[src/rtl/sample_frame_packer.sv]
// -----------------------------------------------------------------------------
// sample_frame_packer
//
// Packs per-channel sample words from the two AD7980 controllers (headstages
// A and B) into the byte-coded 16-bit word stream for the host-bound FIFO.
// Owns the 48-bit frame timecode, channel-0 frame alignment, start-up
// settling suppression, overrun accounting and FIFO back-pressure.
//
// Byte coding: data bytes carry bit 0 = 0, timecode bytes carry bit 0 = 1,
// so the host can re-align on any byte boundary.
//
// Ports
//   clk            in   AD_clk
//   reset          in   synchronous, active-high
//   data_ready     in   sample valid from controller A (rising edge = sample)
//   data_channel   in   [3:0] channel number of the current sample
//   data_word_a    in   [15:0] headstage A sample
//   data_word_b    in   [15:0] headstage B sample
//   data_ready_ack out  one-cycle pulse, clears data_ready in both controllers
//   fifo_din       out  [15:0] packed word, earlier byte in [7:0]
//   fifo_wr_en     out  FIFO write strobe
//   fifo_full      in   FIFO programmable-full (>= 2 free words when high)
//   timecode       out  [47:0] frame counter
//   overrun_count  out  [15:0] dropped samples, saturating
//   synced         out  high once a channel-0 frame start has been accepted
//
// Build option
//   PACKER_CHAN_TAG_EN  when defined, the ext bytes carry {headstage, channel}
//                       tags instead of zeros.
// -----------------------------------------------------------------------------
// state     | meaning
// ----------+-------------------------------------------------------------
// IDLE      | waiting for a data_ready rising edge; sample latched on it
// CAPTURE   | ack pulse; channel 0 bumps timecode and (re)arms sync
// EMIT_TC   | three timecode words (channel 0 only)
// EMIT_DATA | three sample words, then back to IDLE
// -----------------------------------------------------------------------------
module sample_frame_packer #(
    parameter int NUM_CH      = 16,
    parameter int SKIP_FRAMES = 256
) (
    input  logic        clk,
    input  logic        reset,
    input  logic        data_ready,
    input  logic [3:0]  data_channel,
    input  logic [15:0] data_word_a,
    input  logic [15:0] data_word_b,
    output logic        data_ready_ack,
    output logic [15:0] fifo_din,
    output logic        fifo_wr_en,
    input  logic        fifo_full,
    output logic [47:0] timecode,
    output logic [15:0] overrun_count,
    output logic        synced
);

    generate
        if (NUM_CH < 1 || NUM_CH > 16) begin : g_bad_num_ch
            $error("sample_frame_packer: NUM_CH must be in 1..16");
        end
    endgenerate

    typedef enum logic [1:0] {
        IDLE,
        CAPTURE,
        EMIT_TC,
        EMIT_DATA
    } state_t;

    state_t      state_q, state_d;
    logic [1:0]  idx_q, idx_d;
    logic [47:0] tc_q, tc_d;
    logic [15:0] ovr_q, ovr_d;
    logic        synced_q, synced_d;
    logic        ovr_ack_q, ovr_ack_d;
    logic        dr_prev_q;
    logic        stall_q;
    logic [15:0] din_hold_q;
    logic [3:0]  ch_q;
    logic [15:0] a_q;
    logic [15:0] b_q;

    logic        dr_rise;
    logic        emitting;
    logic        advance;
    logic        suppress;
    logic        ack;
    logic [15:0] word;
    logic [4:0]  tag_a;
    logic [4:0]  tag_b;

`ifdef PACKER_CHAN_TAG_EN
    assign tag_a = {1'b0, ch_q};
    assign tag_b = {1'b1, ch_q};
`else
    assign tag_a = 5'b00000;
    assign tag_b = 5'b00000;
`endif

    // A level held high across cycles is one sample; only the edge counts.
    assign dr_rise  = data_ready & ~dr_prev_q;
    assign emitting = (state_q == EMIT_TC) || (state_q == EMIT_DATA);
    // fifo_full is registered, so a high sample blocks the word of the
    // following cycle; the word already on the bus fits in the 2-word margin.
    assign advance  = emitting & ~stall_q;
    assign suppress = (tc_q <= 48'(SKIP_FRAMES));
    assign ack      = (state_q == CAPTURE) | ovr_ack_q;

    always_comb begin
        word = 16'h0000;
        if (state_q == EMIT_TC) begin
            case (idx_q)
                2'd0:    word = {tc_q[13:7],  1'b1, tc_q[6:0],   1'b1};
                2'd1:    word = {tc_q[27:21], 1'b1, tc_q[20:14], 1'b1};
                2'd2:    word = {tc_q[41:35], 1'b1, tc_q[34:28], 1'b1};
                default: word = 16'h0000;
            endcase
        end else if (state_q == EMIT_DATA) begin
            case (idx_q)
                2'd0:    word = {a_q[7:1], 1'b0, a_q[15:9], 1'b0};
                2'd1:    word = {b_q[15:9], 1'b0, tag_a, a_q[8], a_q[0], 1'b0};
                2'd2:    word = {tag_b, b_q[8], b_q[0], 1'b0, b_q[7:1], 1'b0};
                default: word = 16'h0000;
            endcase
        end
    end

    always_comb begin
        state_d   = state_q;
        idx_d     = idx_q;
        tc_d      = tc_q;
        ovr_d     = ovr_q;
        synced_d  = synced_q;
        ovr_ack_d = 1'b0;

        case (state_q)
            IDLE: begin
                if (dr_rise) begin
                    state_d = CAPTURE;
                end
            end
            CAPTURE: begin
                idx_d = 2'd0;
                if (ch_q == 4'd0) begin
                    tc_d     = tc_q + 48'd1;
                    synced_d = 1'b1;
                    state_d  = EMIT_TC;
                end else if (synced_q) begin
                    state_d = EMIT_DATA;
                end else begin
                    state_d = IDLE;
                end
            end
            EMIT_TC: begin
                if (advance) begin
                    if (idx_q == 2'd2) begin
                        idx_d   = 2'd0;
                        state_d = EMIT_DATA;
                    end else begin
                        idx_d = idx_q + 2'd1;
                    end
                end
            end
            EMIT_DATA: begin
                if (advance) begin
                    if (idx_q == 2'd2) begin
                        idx_d   = 2'd0;
                        state_d = IDLE;
                    end else begin
                        idx_d = idx_q + 2'd1;
                    end
                end
            end
            default: begin
                state_d = IDLE;
                idx_d   = 2'd0;
            end
        endcase

        // A sample arriving while busy is dropped but still acknowledged so
        // the controllers do not stall. Losing a channel 0 means the next
        // data words would have no timecode, so sync is dropped until the
        // next accepted channel 0.
        if (dr_rise && (state_q != IDLE)) begin
            if (ovr_q != 16'hFFFF) begin
                ovr_d = ovr_q + 16'd1;
            end
            ovr_ack_d = ~ack;
            if (data_channel == 4'd0) begin
                synced_d = 1'b0;
            end
        end
    end

    always_ff @(posedge clk) begin
        if (reset) begin
            state_q    <= IDLE;
            idx_q      <= 2'd0;
            tc_q       <= 48'd0;
            ovr_q      <= 16'd0;
            synced_q   <= 1'b0;
            ovr_ack_q  <= 1'b0;
            dr_prev_q  <= 1'b0;
            stall_q    <= 1'b0;
            din_hold_q <= 16'h0000;
            ch_q       <= 4'd0;
            a_q        <= 16'h0000;
            b_q        <= 16'h0000;
        end else begin
            state_q    <= state_d;
            idx_q      <= idx_d;
            tc_q       <= tc_d;
            ovr_q      <= ovr_d;
            synced_q   <= synced_d;
            ovr_ack_q  <= ovr_ack_d;
            dr_prev_q  <= data_ready;
            stall_q    <= fifo_full;
            din_hold_q <= fifo_din;
            if ((state_q == IDLE) && dr_rise) begin
                ch_q <= data_channel;
                a_q  <= data_word_a;
                b_q  <= data_word_b;
            end
        end
    end

    assign fifo_wr_en     = advance & ~suppress;
    // Hold the last issued word while no write is in progress.
    assign fifo_din       = fifo_wr_en ? word : din_hold_q;
    assign data_ready_ack = ack;
    assign timecode       = tc_q;
    assign overrun_count  = ovr_q;
    assign synced         = synced_q;

endmodule

[config.mk]
export PLATFORM = sky130hd
export DESIGN_NAME = sample_frame_packer
export DESIGN_NICKNAME = d
export VERILOG_FILES = /design/src/rtl/sample_frame_packer.sv
export SDC_FILE = /design/constraint.sdc
export NUM_CORES = 1
export LEC_CHECK = 0
export CAP_MARGIN = 20
export CORE_ASPECT_RATIO = 1.2
export CORE_MARGIN = 2
export CORE_UTILIZATION = 52
export DETAILED_ROUTE_END_ITERATION = 10
export HOLD_SLACK_MARGIN = 0.1
export PLACE_DENSITY = 0.81
export SYNTH_ARGS = -nofsm -noshare
export SYNTH_HDL_FRONTEND = slang
export SYNTH_SLANG_ARGS = --single-unit
export TNS_END_PERCENT = 10
[constraint.sdc]
create_clock -name clk -period 2.95 [get_ports clk]
set_input_delay 0.59 -clock clk [delete_from_list [all_inputs] [get_ports clk]]
set_output_delay 0.59 -clock clk [all_outputs]
set_load 0.05 [all_outputs]
==> results.sh, run 1 <==
export IMPL_end_kind="output pin"
export IMPL_synth_ff_type="dfxtp_1"
export IMPL_synth_distinct_cells=53
export IMPL_critPathMostFrequentCell="buf_6"
export IMPL_layout_setup_ws_ns=-0.0521
export IMPL_yosysTopAreaCell="dfxtp_1"
export IMPL_clock_fmax_mhz=333
export IMPL_die_h_um=122
export IMPL_drc=0
export IMPL_grt_max_degree=79
export IMPL_core_rowCount=43
export IMPL_finalHoldViolations=0
export IMPL_cts_tree="done"
export IMPL_grt_pass1_vias=5576
export IMPL_numPortBuffers=122
export IMPL_ys_ff_latch=124
export IMPL_crit_chain="inv_1 -> ha_1 -> a41oi_2 -> o41ai_4 -> buf_6 -> buf_16 -> mux2_4 -> buf_6"
export IMPL_grtUsageTotal=0.297
export IMPL_via_per_inst=5.80
export IMPL_setup_viol=16
export IMPL_reg2reg_from="timecode[15]"
export IMPL_hold_class="flip-flop to flip-flop"
export IMPL_wirelength_mm=18.7
export IMPL_antenna_found_initial=0
export IMPL_async_reset_ff_frac=0
export IMPL_syn_area_um2=6030
export IMPL_status="finished with violations"
export IMPL_start_kind="flip-flop"
export IMPL_vias=5918
export IMPL_path_max_fanout=8
export IMPL_max_cap_viol_count=0
export IMPL_final_util=0.740
export IMPL_cts_max_level=4
export IMPL_irDropWorstVdd_mv=0.423
export IMPL_arrival_ns=2.41
export IMPL_start_util=0.528
export IMPL_place_gp_congestion=0.944
export IMPL_io_pins=123
export IMPL_crit_start="timecode[1]"
export IMPL_die_w_um=102
export IMPL_violations="negative setup slack"
export IMPL_fin_crit_ns=3.00
export IMPL_power_uw=4560
export IMPL_synth_top_cells_by_area="dfxtp_1 41%, nand2_1 6.5%, a21oi_1 5.0%, mux2i_1 5.0%, xnor2_1 4.7%"
export IMPL_hpwl_mm=12.6
export IMPL_hold_buffers=0
export IMPL_timing_final_crit_share=1.02
export IMPL_syn_area_per_cell_um2=8.46
export IMPL_synth_edf_count=0
export IMPL_slowest_stage="o41ai_4"
export IMPL_final_layout_size_suffix_gt1_frac=0.176
export IMPL_overflow=0
export IMPL_antennaDiodeCount=0
export IMPL_fill_cells=835
export IMPL_core_area_um2=11400
export IMPL_rsz0062_at_grt="true"
export IMPL_clockBufferDepth=2
export IMPL_yosysSeqAreaShare=0.412
export IMPL_min_from="a_q[14]"
export IMPL_clk_pin_slew_worst_paths_ns=0.05
export IMPL_synthMostInstantiatedCell="dfxtp_1"
export IMPL_yosys_top_cells_count="124 x dfxtp_1, 104 x nand2_1, 60 x a21oi_1"
export IMPL_yosys_warnings=0
export IMPL_clockRootBuffer="clkbuf_16"
export IMPL_grt_pass1_wl_mm=28.5
export IMPL_synth_cells=712
export IMPL_drtIter0Drc=410
export IMPL_synth_nets=755
export IMPL_wl_per_cell_um=18.4
export IMPL_skew_ns=0.00987
export IMPL_syn2layout_area_growth_pct=40.0
export IMPL_cpPeakStageDelay_ns=0.39
export IMPL_synth_top_area_frac=0.412
export IMPL_slew_headroom=0.472
export IMPL_worst_pin_slew_ns=0.792
export IMPL_cts_made_buffers=17
export IMPL_fin_nets=894
export IMPL_critPathKind="flip-flop to output pin"
export IMPL_multi_input_area_um2=3500
export IMPL_register_area_um2=2530
export IMPL_numClockSinks=124
export IMPL_powerDensity_nw_per_um2=540
export IMPL_worstSkewPairLatency_ns=0.41
export IMPL_dr_pass1_iters=5
export IMPL_leakagePower_uw=0.00301
export IMPL_dieArea_um2=12500
export IMPL_final_max_slew_viol_count=0
export IMPL_final_antenna_net_count=0
export IMPL_critPathRequiredTime_ns=2.36
## power breakdown
group          switching (uW)  total [uW]  internal [uW]
registers                97.7        1880           1780
logic                     534         860            325
clock network             711        1820           1100
## path summary, 6_finish.rpt
check,endpoint,slack [ns],cells past startpoint
max,fifo_din[11],-0.05,8
min,a_q[14],0.45,2
max reg2reg,timecode[45],0.42,6
min reg2reg,a_q[14],0.45,2
## cell usage in the layout, fill, tap and decap left out, types with 16 or more instances in the layout
master           netlist  final
nor2b_1               18     17
a21oi_1               60     60
or3_1                 17     17
nand2_1              104    103
nand3_1               24     24
nor3_1                18     16
clkbuf_16              0     18
clkdlybuf4s50_1        0    104
nor2_1                52     51
dfxtp_1              124    101
dfxtp_2                0     16
xnor2_1               32     32
buf_4                  1     33
o21ai_0               21     21
mux2i_1               30     28
## critical path: cells and delay by family (launching register included)
kind / cells / cell delay, ns
muxes: 1 / 0.33
adders and majority gates: 1 / 0.17
buffers and inverters: 4 / 0.57
AOI/OAI and AO/OA: 2 / 0.56
DFF: 1 / 0.37
## kinds of logic after synthesis
kind of cell | Yosys count | synth area share
mux | 46 | 0.0841
fa+ha+maj | 3 | 0.00623
flops | 124 | 0.412
simple gates | 315 | 0.271
buf+inv | 57 | 0.0384
compound gates | 127 | 0.130
xor+xnor | 40 | 0.0581
## metal layers
layer  up-vias  GRT usage  share of wire
met3        66     0.0574          0.055
met5         -          0              0
met1      2793      0.349           0.39
li1       2813          -              -
met4         0      0.162          0.053
met2       246      0.506           0.50
## area by class of cell
cell class | count | share of cell area
clock inverter | 7 | 0.00504
tap | 157 | 0.0233
timing repair buffer | 160 | 0.194
sequential | 124 | 0.300
multi-input combinational | 531 | 0.415
clock buffer | 24 | 0.0559
inverter | 17 | 0.00756
## flip-flops by register name, indices dropped and copies added, names as in the netlist, 2 cells and up, named ones only
signal,cells
ch_q,4
idx_q,2
timecode,48
b_q,16
a_q,16
overrun_count,16
din_hold_q,16
## repair_timing
item                                    in CTS  in global routing
endpoints found under the setup margin      16                 16
gates cloned                                 1                  1
setup buffers                                3                  4
pin swaps                                    7                 11
gates resized for setup                     36                 54
## metrics by stage
step	instance area, um^2	hold slack (ns)	setup WS, ns	TNS [ns]	cells
3_5_place_dp	7500	0.449	0.184	0	980
5_1_grt	8440	0.476	-0.0942	-1.18	1020
3_3_place_gp	7500	0.442	0.209	0	980
2_1_floorplan	6030	0.436	0.0916	0	712
6_report	8440	0.454	-0.0521	-0.453	1020
4_1_cts	8210	0.456	-0.111	-1.25	1015
Note: power is estimated with default switching activity, not from simulation.
==> run 2, diff against run 1 <==
CORE_UTILIZATION = 50   (was 52)
PLACE_DENSITY = 0.78   (was 0.81)
==> results.sh, run 2 (synthesized netlist as in run 1, its figures left out) <==
export IMPL_layout_setup_ws_ns=-0.116
export IMPL_rsz0062_at_grt="true"
export IMPL_final_max_slew_viol_count=0
export IMPL_worst_pin_slew_ns=0.641
export IMPL_powerDensity_nw_per_um2=589
export IMPL_worstSkewPairLatency_ns=0.41
export IMPL_die_h_um=124
export IMPL_cts_made_buffers=17
export IMPL_wirelength_mm=18.5
export IMPL_end_kind="output pin"
export IMPL_grt_pass1_wl_mm=29.5
export IMPL_hold_depth=2
export IMPL_holdWs_ns=0.455
export IMPL_drc=0
export IMPL_cts_tree="done"
export IMPL_power_uw=4980
export IMPL_io_pins=123
export IMPL_grtUsageTotal=0.285
export IMPL_start_kind="flip-flop"
export IMPL_clock_fmax_mhz=326
export IMPL_rr_worst_depth=5
export IMPL_via_per_inst=5.80
export IMPL_critPathKind="flip-flop to output pin"
export IMPL_leakagePower_uw=0.00300
export IMPL_critPathRequiredTime_ns=2.36
export IMPL_final_cell_mix="110 x dfxtp_1, 104 x nand2_1, 104 x clkdlybuf4s50_1"
export IMPL_hold_class="flip-flop to flip-flop"
export IMPL_grt_pass1_vias=5687
export IMPL_clockRootBuffer="clkbuf_16"
export IMPL_status="finished with violations"
export IMPL_layout_commonest_cell="dfxtp_1"
export IMPL_dieArea_um2=12900
export IMPL_fill_cells=906
export IMPL_slew_headroom=0.573
export IMPL_max_cap_viol_count=0
export IMPL_clockBufferDepth=2
export IMPL_start_util=0.516
export IMPL_fin_crit_ns=3.07
export IMPL_syn2layout_area_growth_pct=40.3
export IMPL_dr_pass1_iters=7
export IMPL_numPortBuffers=122
export IMPL_clk_pin_slew_worst_paths_ns=0.06
export IMPL_min_from="a_q[9]"
export IMPL_fin_nets=888
export IMPL_numClockSinks=124
export IMPL_ff2ff_setup_slack_ns=0.53
export IMPL_grtUsageMet3=0.0513
export IMPL_die_w_um=104
export IMPL_overflow=0
export IMPL_drtIter0Drc=317
export IMPL_path_max_fanout=6
export IMPL_hold_path_end="a_q[9]"
export IMPL_cts_max_level=4
export IMPL_final_setup_tns_ns=-1.31
export IMPL_largest_reg_flops=48
export IMPL_place_gp_congestion=0.939
export IMPL_antenna_found_initial=0
export IMPL_timing_final_crit_share=1.04
export IMPL_violations="negative setup slack"
export IMPL_crit_start="timecode[2]"
export IMPL_skew_ns=0.00892
export IMPL_grt_busiest_layer="met2"
export IMPL_setup_viol=16
export IMPL_final_layout_size_suffix_gt1_frac=0.158
export IMPL_final_antenna_net_count=0
export IMPL_core_area_um2=11700
export IMPL_r2r_end="timecode[45]"
export IMPL_arrival_ns=2.48
export IMPL_final_area_um2=8460
export IMPL_core_rowCount=43
export IMPL_finalHoldViolations=0
export IMPL_grtUsageMet2=0.493
export IMPL_pre_cts_ws_ns=0.193
export IMPL_antennaDiodeCount=0
export IMPL_hpwl_mm=12.7
export IMPL_reg2reg_from="timecode[24]"
export IMPL_grt_use_met1=0.340
export IMPL_wl_per_cell_um=18.3
export IMPL_grt_max_degree=60
export IMPL_irDropWorstVdd_mv=0.456
export IMPL_hold_buffers=0
export IMPL_vias=5884
export IMPL_placed_cell_area_um2=7550
run 2: per-layer routing:
metal,routed length (um),up-vias
met2,9400,249
met1,7390,2788
met5,0,-
li1,-,2805
met4,693,0
met3,1060,42
run 2: timing repair:
item,CTS,global route
endpoints found under the setup margin,16,16
pin swaps,8,5
cloned,2,0
setup buffers,5,1
resized for setup,40,10
run 2: report_power, final:
group | switching, uW | total [uW] | internal, uW
registers | 99.1 | 1880 | 1780
logic | 541 | 874 | 333
clock network | 753 | 2220 | 1470
run 2: layout make-up:
| type | count | area [um^2] | share of cell area |
|---|---|---|---|
| Clock buffer | 20 | 467 | 0.0552 |
| Multi-Input combinational cell | 531 | 3440 | 0.407 |
| Tap cell | 157 | 196 | 0.0232 |
| Timing Repair Buffer | 154 | 1620 | 0.192 |
| Inverter | 17 | 63.8 | 0.00755 |
| Sequential cell | 124 | 2500 | 0.296 |
| Clock inverter | 11 | 166 | 0.0197 |
run 2: worst max-delay path, stage by stage, from the launching register on:
cell     delay [ns]
dfxtp_1        0.38
nor3_2         0.22
a41oi_2        0.22
o41ai_4        0.40
buf_4          0.21
buf_12         0.14
mux2_4         0.33
buf_12         0.15
run 2: metrics by stage:
step	cells	util
after global routing	1014	0.724
final	1014	0.724
after detailed placement	975	0.647
after CTS	1013	0.721
after global placement	975	0.647
after floorplan	712	-
run 2: how the worst max path moves through the flow:
stage | depth (start not counted) | end | slack [ns]
finish | 7 | fifo_din[15] | -0.12
global route | 7 | fifo_din[15] | -0.17
CTS | 7 | fifo_din[15] | -0.1
detailed placement | 6 | fifo_din[15] | 0.19
global placement | 6 | fifo_din[15] | 0.20
floorplan | 6 | fifo_din[0] | 0.09
==> run 3, diff against run 2 <==
HOLD_SLACK_MARGIN = 0.08   (was 0.1)
==> results of run 3 <==
Same layout as run 2: the final DEF is identical, and so are final timing and power.
